==> config.mk <==
export PLATFORM = sky130hd
export DESIGN_NAME = trap_sequencer
export DESIGN_NICKNAME = d
export VERILOG_FILES = /design/src/rtl/trap_sequencer.sv
export SDC_FILE = /design/constraint.sdc
export NUM_CORES = 1
export LEC_CHECK = 0
export ABC_AREA = 0
export BUFFER_PORTS_ARGS = -buffer_cell sky130_fd_sc_hd__buf_2
export CAP_MARGIN = 10
export CORE_MARGIN = 3
export CORE_UTILIZATION = 35
export CTS_CLUSTER_DIAMETER = 120
export DETAILED_ROUTE_END_ITERATION = 8
export GPL_TIMING_DRIVEN = 0
export PLACE_DENSITY_LB_ADDON = 0.12
export SLEW_MARGIN = 5
export SYNTH_ARGS = -nofsm -noshare
export SYNTH_HDL_FRONTEND = slang
export SYNTH_SLANG_ARGS = --single-unit
==> constraint.sdc <==
create_clock -name clk -period 1.85 [get_ports clk]
set_input_delay 0.185 -clock clk [delete_from_list [all_inputs] [get_ports clk]]
set_output_delay 0.185 -clock clk [all_outputs]
set_load 0.01 [all_outputs]
==> src/rtl/trap_sequencer.sv <==
// rtl/trap_sequencer.sv - trap entry / MRET sequencer between commit, CSR unit and fetch
module trap_sequencer (
    input  logic        clk,
    input  logic        rst,
    input  logic        instr_valid_i,
    input  logic [31:0] pc_i,
    input  logic [31:0] instr_i,
    input  logic [31:0] badaddr_i,
    input  logic        exc_instr_misaligned_i,
    input  logic        exc_illegal_i,
    input  logic        exc_ebreak_i,
    input  logic        exc_ecall_i,
    input  logic        exc_load_misaligned_i,
    input  logic        exc_store_misaligned_i,
    input  logic        mret_i,
    input  logic        mtime_exc_i,
    input  logic [31:0] mtvec_i,
    input  logic [31:0] mepc_i,
    input  logic        redirect_ready_i,
    output logic        stall_o,
    output logic        jumpingToMtvec_o,
    output logic [31:0] excCause_o,
    output logic [31:0] trapInfo_o,
    output logic [31:0] trap_pc_o,
    output logic        mret_o,
    output logic        redirect_valid_o,
    output logic [31:0] redirect_pc_o
);

    typedef enum logic [1:0] {
        S_IDLE     = 2'd0,
        S_TRAP     = 2'd1,
        S_MRET     = 2'd2,
        S_REDIRECT = 2'd3
    } state_t;

    state_t      r_state;
    state_t      w_next;
    logic [31:0] r_cause;
    logic [31:0] r_info;
    logic [31:0] r_pc;
    logic [31:0] r_redirect_pc;

    logic        w_trap;
    logic [31:0] w_cause;
    logic [31:0] w_info;
    logic        w_detect;
    logic        w_take_trap;
    logic        w_take_mret;

    // Priority encoder: interrupt first, then synchronous exceptions in fixed order
    always_comb begin
        w_trap  = 1'b0;
        w_cause = 32'h0;
        w_info  = 32'h0;
        if (mtime_exc_i) begin
            w_trap  = 1'b1;
            w_cause = 32'h8000_0007;
        end else if (exc_instr_misaligned_i) begin
            w_trap  = 1'b1;
            w_cause = 32'd0;
            w_info  = badaddr_i;
        end else if (exc_illegal_i) begin
            w_trap  = 1'b1;
            w_cause = 32'd2;
            w_info  = instr_i;
        end else if (exc_ebreak_i) begin
            w_trap  = 1'b1;
            w_cause = 32'd3;
        end else if (exc_ecall_i) begin
            w_trap  = 1'b1;
            w_cause = 32'd11;
        end else if (exc_load_misaligned_i) begin
            w_trap  = 1'b1;
            w_cause = 32'd4;
            w_info  = badaddr_i;
        end else if (exc_store_misaligned_i) begin
            w_trap  = 1'b1;
            w_cause = 32'd6;
            w_info  = badaddr_i;
        end
    end

    // Events only count at the commit boundary in IDLE; reset masks the combinational stall path
    assign w_detect    = rst && (r_state == S_IDLE) && instr_valid_i;
    assign w_take_trap = w_detect && w_trap;
    assign w_take_mret = w_detect && !w_trap && mret_i;

    // State register
    always_ff @(posedge clk or negedge rst) begin
        if (!rst) begin
            r_state <= S_IDLE;
        end else begin
            r_state <= w_next;
        end
    end

    // Capture trap cause, info and the PC that mepc must receive
    always_ff @(posedge clk or negedge rst) begin
        if (!rst) begin
            r_cause <= 32'h0;
            r_info  <= 32'h0;
            r_pc    <= 32'h0;
        end else if (w_take_trap) begin
            r_cause <= w_cause;
            r_info  <= w_info;
            r_pc    <= pc_i;
        end
    end

    // Latch the redirect target during the strobe cycle so it stays stable while fetch stalls
    always_ff @(posedge clk or negedge rst) begin
        if (!rst) begin
            r_redirect_pc <= 32'h0;
        end else if (r_state == S_TRAP) begin
            r_redirect_pc <= mtvec_i & 32'hFFFF_FFFC;
        end else if (r_state == S_MRET) begin
            r_redirect_pc <= mepc_i;
        end
    end

    // Next-state and output decode
    always_comb begin
        w_next           = r_state;
        stall_o          = 1'b0;
        jumpingToMtvec_o = 1'b0;
        excCause_o       = 32'h0;
        trapInfo_o       = 32'h0;
        trap_pc_o        = 32'h0;
        mret_o           = 1'b0;
        redirect_valid_o = 1'b0;
        redirect_pc_o    = 32'h0;
        unique case (r_state)
            S_IDLE: begin
                if (w_take_trap) begin
                    stall_o = 1'b1;
                    w_next  = S_TRAP;
                end else if (w_take_mret) begin
                    stall_o = 1'b1;
                    w_next  = S_MRET;
                end
            end
            S_TRAP: begin
                stall_o          = 1'b1;
                jumpingToMtvec_o = 1'b1;
                excCause_o       = r_cause;
                trapInfo_o       = r_info;
                trap_pc_o        = r_pc;
                w_next           = S_REDIRECT;
            end
            S_MRET: begin
                stall_o = 1'b1;
                mret_o  = 1'b1;
                w_next  = S_REDIRECT;
            end
            S_REDIRECT: begin
                stall_o          = 1'b1;
                redirect_valid_o = 1'b1;
                redirect_pc_o    = r_redirect_pc;
                if (redirect_ready_i) begin
                    w_next = S_IDLE;
                end
            end
            default: begin
                w_next = S_IDLE;
            end
        endcase
    end

endmodule

# ---- Yosys cells after proc, flatten, opt, wreduce, memory -nomap -nowiden
# Cells that the tools add are included.
dict set report classes {
  n_eq_ne 5
  muxes 37
  reduce_logical 11
}
# cell count
set ops {}
lappend ops {{32-bit two-way mux} 14}
lappend ops {{4-bit two-way mux} 4}
lappend ops {{1-bit two-way mux} 12}
lappend ops {{2-bit two-way mux} 3}
lappend ops {{3-bit two-way mux} 2}
lappend ops {{2-bit case mux with 3 select lines} 1}
lappend ops {{1-bit logical AND} 5}
lappend ops {{2-bit equality test, second input constant} 2}
lappend ops {{3-bit != test, second input constant} 1}
lappend ops {{3-bit OR reduction} 1}
lappend ops {{2-bit by 1-bit equality test with 1-bit output, second input constant} 1}
lappend ops {{2-bit zero test} 1}
lappend ops {{2-bit != test, second input constant} 1}
lappend ops {{1-bit case mux with 2 select lines} 1}
lappend ops {{2-bit AND reduction} 1}
lappend ops {{2-bit nonzero test} 1}
lappend ops {{2-bit OR reduction} 1}
lappend ops {{1-bit zero test} 1}
dict set report word_totals {
  reg_bits 130
  output_inout_bits 132
  elab_cells 58
}

# ---- Logic depth before layout (Yosys ltp)
# Gate-level depths: netlist (run 1).
dict set report depth {
  ltp_word 13
  ltp_mapped 9
  ltp_nobuf 6
}

# ---- Worst setup path after synthesis (run 1)
# No wires, ideal clock.
dict set report synth_timing {
  path_kind {register to output}
  startpoint {register r_state[1]}
  endpoint {output port excCause_o[0]}
  t_arrival_ns 1.638
  slack_ns 0.027
  path_stages_with_launch 7
  path_cell_list {dfrtp_1 inv_1 ha_1 clkbuf_1 buf_2 clkbuf_1 and2_1}
}
dict set report synth_via {
  elab_chain_len 2
}
# item line
set synth_rtl {}
lappend synth_rtl {{from (decl)} 37} ;# state_t r_state;
lappend synth_rtl {{from (signal assigned)} 94} ;# r_state <= w_next;
lappend synth_rtl {{2-bit by 1-bit equality test with 1-bit output} 133} ;# unique case (r_state)
lappend synth_rtl {{32-bit two-way mux} 133}
lappend synth_rtl {{to (decl)} 22} ;# output logic [31:0] excCause_o,
# No other way between the ends.

# ---- Final worst setup path (run 1)
dict set report layout_timing {
  startpoint {register r_state[1]}
  endpoint {output port stall_o}
}
dict set report layout_via {
  elab_chain_len 8
  elab_cells_between_ends 13
  cone_classes {3 x eq/ne; 3 x mux; 7 x reduce/logical}
}
# item line
set layout_rtl {}
lappend layout_rtl {{2-bit zero test} {85, 133}}
lappend layout_rtl {{1-bit logical AND (2 in a row)} 85} ;# assign w_detect = rst && (r_state == S_IDLE) && instr_valid_i;
lappend layout_rtl {{1-bit logical AND (2 in a row)} 87} ;# assign w_take_mret = w_detect && !w_trap && mret_i;
lappend layout_rtl {{1-bit two-way mux} 138} ;# end else if (w_take_mret) begin
lappend layout_rtl {{1-bit two-way mux} 135} ;# if (w_take_trap) begin
lappend layout_rtl {{1-bit case mux with 2 select lines *} 133}
lappend layout_rtl {{to (decl)} 20} ;# output logic stall_o,
# Mark *: on every way between the ends. The rest lies on a longest branch, timed or not.

==> impl_results.md, run 1 <==
* Initial Util at 36.47%
* Vias in the first global route at around 4800
* Seq cells post-synth at just over 100
* Seq/Total Area, Yosys at roughly 48%
* Synth warnings at 0
* Max VDD drop at about 0.48 mV
* Worst min path class: input pin to async pin
* Clock Path Buffers at 2
* Total number of vias at 5080
* Drt first-iter violations at between 150 and 200
* Worst hold slack at -171.4 ps
* # IOs at between 300 and 400
* Most common cell after layout, fill and taps aside: buf_2
* Max Cap Viol at 0
* WP data required at approximately 1700 ps
* Pre-CTS setup slack at -731.0 ps
* Worst EP arrival at roughly 1600 ps
* Number of routed nets with antenna violations at 0
* Hold-fix buffers, CTS at 3
* Wire per inst at approximately 15 um
* Initial antenna violation count at 0
* PD cells at 1402 nW/um^2
* Syn Std Cell Area at between 5000 and 6000 sq um
* Clk Latency, worst-skew pair at around 350 ps
* Top cells by area, synth: dfrtp_1 48%, and2_1 12%, nand2_1 9.7%, mux2i_1 5.9%, a22oi_1 4.4%
* Violations in the final reports: hold timing
* N_diodes at 0
* Root Driver: clkbuf_16
* Status: complete, but fails checks
* Worst Slack Setup Final at 35.33 ps
* First-pass GRT wire length at 24.67 mm
* Layout cell share with drive strength beyond 1 at between 40% and 50%
* Worst clock skew at roughly 5.5 ps
* TritonCTS clock tree: done
* Worst-path fanout max at 4
* GRT overflow at 0
* Post-Place Cells at ~1100
* Maximum clock frequency at between 500 and 600 MHz
* Min Tclk post-route at approximately 1800 ps
* Final setup viols at 0
* Clock Sinks at 103
* Final GP Congestion at roughly 0.8
* Total power at around 11 mW
* Reg clk slew, reported paths at roughly 70 ps
* Critical Path Source Type: flip-flop
* Die W at between 100 and 150 um
* DP HPWL at ~13 mm
* Die area at ~17000 sq um
* Area Overhead vs Synth at 44.13%
* Via-per-instance ratio at about 4.5
* Final nets at approximately 1100
* Largest net degree at the start of global routing at 67
* RSZ-0062 raised after global routing: true
* Die Y at about 130 um
* Pleak at between 4 and 5 nW
* Final slew viol count at 0
* # rows at 44
* Crit end category: output pin
* Cell taking the most area after synthesis: dfrtp_1
* TritonCTS Buffers at 9
* Share of the synthesized area in the top cell type at ~48%
* Yosys cell types at 35
* Syn_area_per_cell at about 8.8 sq um
* Fin. Hold Viols at 64
* Worst Path Class, Setup: flip-flop to output pin
* WL final at ~17 mm
* Post-route clock period utilization at just under 100%
* Most frequent cells in the layout: 276 x buf_2, 140 x nand2_1, 103 x dfrtp_1, 93 x and2_1, 37 x buf_4
* Port Buffers at about 270
* CTS H-tree lvls at 3
* Core area at 14810 sq um
* Drt first pass iters at 4
* Post-Synthesis Cells at about 600
* DRC violations left at 0
* GRT Total Usage at about a fifth
* Post-route non-filler standard cell count at roughly 1100
==> path summary, 6_finish.rpt <==
check,cells past startpoint,slack [ps],to,start
worst max-delay path,7,40,stall_o,r_state[1]$_DFFE_PN0P_
worst min-delay path,2,-170,r_pc[6]$_DFFE_PN0P_,rst
worst max register to register,8,120,r_info[26]$_DFFE_PN0P_,r_state[1]$_DFFE_PN0P_
worst min register to register,2,470,r_pc[25]$_DFFE_PN0P_,r_pc[25]$_DFFE_PN0P_
max in group asynchronous,4,1140,r_pc[1]$_DFFE_PN0P_,rst
min in group clk,3,30,r_pc[31]$_DFFE_PN0P_,pc_i[31]
==> metal layers <==
| metal | GRT usage (%) | vias up | share of wire [%] |
|---|---|---|---|
| li1 | - | 2589 | - |
| met1 | 22.88 | 2278 | 41 |
| met2 | 32.08 | 198 | 49 |
| met3 | 5.444 | 15 | 8.7 |
| met4 | 5.623 | 0 | 1.3 |
| met5 | 0 | - | 0 |
==> power breakdown <==
group          leakage [nW]  switching (mW)  total (mW)  internal (mW)
Combinational          2.81            2.74        5.02           2.27
Sequential             1.27           0.519        3.92           3.40
Clock                 0.156           0.828        1.98           1.16
==> timing repair <==
item,4_1_cts,5_1_grt
gates resized for setup,42,52
setup buffers,7,4
endpoints found under the hold margin,39,64
pin swaps,1,1
setup endpoints to repair,195,136
==> logic make-up after synthesis <==
family | share of synthesized area, %
DFF | 47.72
other | 0.06943
muxes | 6.139
buffers and inverters | 7.667
AOI/OAI and AO/OA | 11.81
and+or+nand+nor | 25.43
adders and majority gates | 1.158
==> Yosys cell counts (all sizes together) <==
cell and count:
nor2b 2, nor3 2, o41ai 1, a21oi 33, conb 1, inv 6
a221o 1, o22a 1, or4 1, o21ai 37, nor4b 1, mux2i 32
nand2b 3, o21a 1, or3 1, nand3 1, and2 101, ha 5
mux2 1, buf 44, and3 1, nand2 140, dfrtp 103, a21o 1
nor2 33, clkbuf 26, or2 1, a22oi 32
==> state kept, by name, indices dropped and copies added, names as in the netlist <==
signal	count
r_info	32
r_state	2
r_redirect_pc	32
r_pc	32
r_cause	5
==> critical path: stages (launching register included) <==
cell and delay (ps):
dfrtp_1 420, inv_2 130, ha_4 150, and3_4 210, o21ai_4 70, buf_6 120, nand3_2 50, buf_2 140
==> cell type report <==
class                   count  area (sq um)
plain buffers              66         465.4
clock buffers              13         270.3
clock inverters             3         40.04
fillers                  1496          7024
inverters                   6         22.52
multi-input cells         459          2572
flip-flops and latches    103          2577
well taps                 184         230.2
repair buffers            289          1607
==> through the flow <==
step,utilization [%],hold WS (ps),instance area [sq um],setup TNS [ps]
floorplan,-,-110.6,5499,0
global placement,47.95,375.9,7101,-211180
detailed placement,48.18,121.2,7134,-55600
CTS,51.84,-161.0,7677,-1184
global route,52.57,-152.5,7785,-536.8
finish,52.57,-171.4,7785,0
Note: power is estimated with default switching activity, not from simulation.
==> inputs of run 2 (changes only) <==
--- a/config.mk
+++ b/config.mk
@@ -14,6 +14,7 @@
 export DETAILED_ROUTE_END_ITERATION = 8
 export GPL_TIMING_DRIVEN = 0
 export PLACE_DENSITY_LB_ADDON = 0.12
+export RECOVER_POWER = 50
 export SLEW_MARGIN = 5
 export SYNTH_ARGS = -nofsm -noshare
 export SYNTH_HDL_FRONTEND = slang
==> run 2 against run 1 <==
The flow still finishes with violations (hold timing). Clock power about the same. Critical path depth did not move. First-iteration DRC count is 1.5% lower. Total power shrank 0.40%. Critical endpoint unchanged. Largest cell class unchanged. Largest power group unchanged.
==> impl_results.md, run 2 (same netlist as run 1, synthesis figures left out) <==
* Die W at 130.2 um (unchanged)
* Register Area at 2577 sq um (unchanged)
* GRT Total Usage at 18.73% (unchanged)
* Drt first-iter violations at 196 (-1.5%)
* Most frequent cells in the layout: 271 x buf_2, 140 x nand2_1, 103 x dfrtp_1, 93 x and2_1, 36 x buf_4
* Vias in the first global route at 4774 (unchanged)
* Largest registers: r_info x32, r_pc x32, r_redirect_pc x32
* WP data required at 1660 ps (about the same)
* TritonCTS clock tree: done
* Die area at 16960 sq um (unchanged)
* Maximum clock frequency at 551.5 MHz (about the same)
* Worst Path Class, Setup: flip-flop to output pin
* # IOs at 304 (unchanged)
* Slew @ Worst Pin at 988.5 ps
* Initial Util at 36.47% (unchanged)
* Utilization after layout at 52.25% (-0.32 points)
* Clock Path Buffers at 2 (unchanged)
* Critical Path Source Type: flip-flop
* First-pass GRT wire length at 24.67 mm (unchanged)
* Largest net degree at the start of global routing at 67 (unchanged)
* Crit end category: output pin
* Port Buffers at 274 (unchanged)
* WL final at 16.68 mm (about the same)
* Final GP Congestion at 0.7928 (unchanged)
* Area after DPL at 7134 sq um (unchanged)
* DRC violations left at 0 (unchanged)
* Launch point of the worst reg-to-reg path: r_state[1]$_DFFE_PN0P_
* N_diodes at 0 (unchanged)
* Clock Sinks at 103 (unchanged)
* Final nets at 1111 (unchanged)
* Critical path origin: r_state[1]$_DFFE_PN0P_
* Post-route non-filler standard cell count at 1123 (unchanged)
* Worst clock skew at 5.905 ps (+0.3952 ps)
* Max Cap Viol at 0 (unchanged)
* CTS H-tree lvls at 3 (unchanged)
* Min Tclk post-route at 1813 ps (-1.423 ps)
* Drt first pass iters at 4 (unchanged)
* Clk Latency, worst-skew pair at 350 ps (about the same)
* Final setup viols at 0 (unchanged)
* Area taken by multi-input logic gates at 2572 sq um (unchanged)
* Pleak at 4.213 nW (-0.52%)
* Worst R2R Path Depth at 7 (-1)
* Area Overhead vs Synth at 43.25%
* Root Driver: clkbuf_16
* Violations in the final reports: hold timing
* TritonCTS Buffers at 9 (unchanged)
* DP HPWL at 12.89 mm (unchanged)
* TNS Setup at 0 ps (unchanged)
* # rows at 44 (unchanged)
* Via-per-instance ratio at 4.524 (about the same)
* Hold-fix buffers, CTS at 3 (unchanged)
* Post-Place Cells at 1097 (unchanged)
* Most common cell after layout, fill and taps aside: buf_2
* Die Y at 130.2 um (unchanged)
* Reg clk slew, reported paths at 70 ps (about the same)
* Wire per inst at 14.85 um (about the same)
* Max VDD drop at 0.4799 mV (about the same)
* Worst min path class: input pin to async pin
* Headroom to the max-slew limit at 34.10%
* PD cells at 1405 nW/um^2 (+0.21%)
* Filler instances at 1506 (+0.67%)
* RSZ-0062 raised after global routing: true
* Total number of vias at 5081 (+0.020%)
* Fin. Hold Viols at 36 (-44%)
* Final slew viol count at 0 (unchanged)
* Worst-path fanout max at 4 (unchanged)
* Worst EP arrival at 1630 ps (about the same)
* Post-route clock period utilization at 98.01% (about the same)
* GRT overflow at 0 (unchanged)
* Post-route cell area at 7737 sq um (-0.61%)
* Number of routed nets with antenna violations at 0 (unchanged)
* Status: complete, but fails checks
* Layout cell share with drive strength beyond 1 at 39.83% (-0.43 points)
* Initial antenna violation count at 0 (unchanged)
* Core area at 14810 sq um (unchanged)
* Worst hold slack at -39.33 ps (+132.1 ps)
[run 2: path summary, 6_finish.rpt]
check / end / slack, ps
max in group asynchronous: r_pc[1]$_DFFE_PN0P_ / 230
setup / recovery: stall_o / 40
setup reg to reg: r_redirect_pc[4]$_DFFE_PN0P_ / 90
min in group clk: r_pc[31]$_DFFE_PN0P_ / 20
hold reg to reg: r_pc[25]$_DFFE_PN0P_ / 470
hold / removal: r_pc[6]$_DFFE_PN0P_ / -40
[run 2: critical path: stages, from the launching register on]
cell	delay, ps
dfrtp_1	420
inv_2	130
ha_4	150
and3_4	210
o21ai_4	70
buf_6	120
nand3_2	50
buf_2	130
[run 2: stage by stage]
stage                     power (mW)  setup WS (ps)  hold WS (ps)
after floorplan                6.797          27.42        -110.6
after global placement         8.415          -1642         375.9
after detailed placement       8.539         -731.0         121.2
after CTS                      10.85         -66.96        -161.0
after global routing           11.82         -48.68       -0.5047
final                          10.87          36.76        -39.33
[run 2: metal layers]
layer	GRT usage, %	share of wire [%]	vias up
li1	-	-	2584
met1	22.88	41	2285
met2	32.08	49	197
met3	5.444	8.8	15
met4	5.623	1.3	0
met5	0	0	-
[run 2: power by group]
| group | switching [mW] | internal (mW) |
|---|---|---|
| combinational | 2.74 | 2.23 |
| sequential | 0.519 | 3.40 |
| clock | 0.825 | 1.16 |
| total | 4.09 | 6.79 |
[run 2: cell type report]
class | instances | area share [%]
Timing Repair Buffer | 289 | 20.15
Tap cell | 184 | 2.975
Multi-Input combinational cell | 459 | 33.25
Clock buffer | 13 | 3.493
Buffer | 66 | 6.016
Sequential cell | 103 | 33.31
Clock inverter | 3 | 0.5175
Inverter | 6 | 0.2911
[run 2: timing repair]
| item | CTS | global route |
|---|---|---|
| setup endpoints to repair | 195 | 136 |
| pin swaps | 1 | 1 |
| resized for setup | 42 | 52 |
| setup buffers | 7 | 4 |
| endpoints found under the hold margin | 39 | 64 |
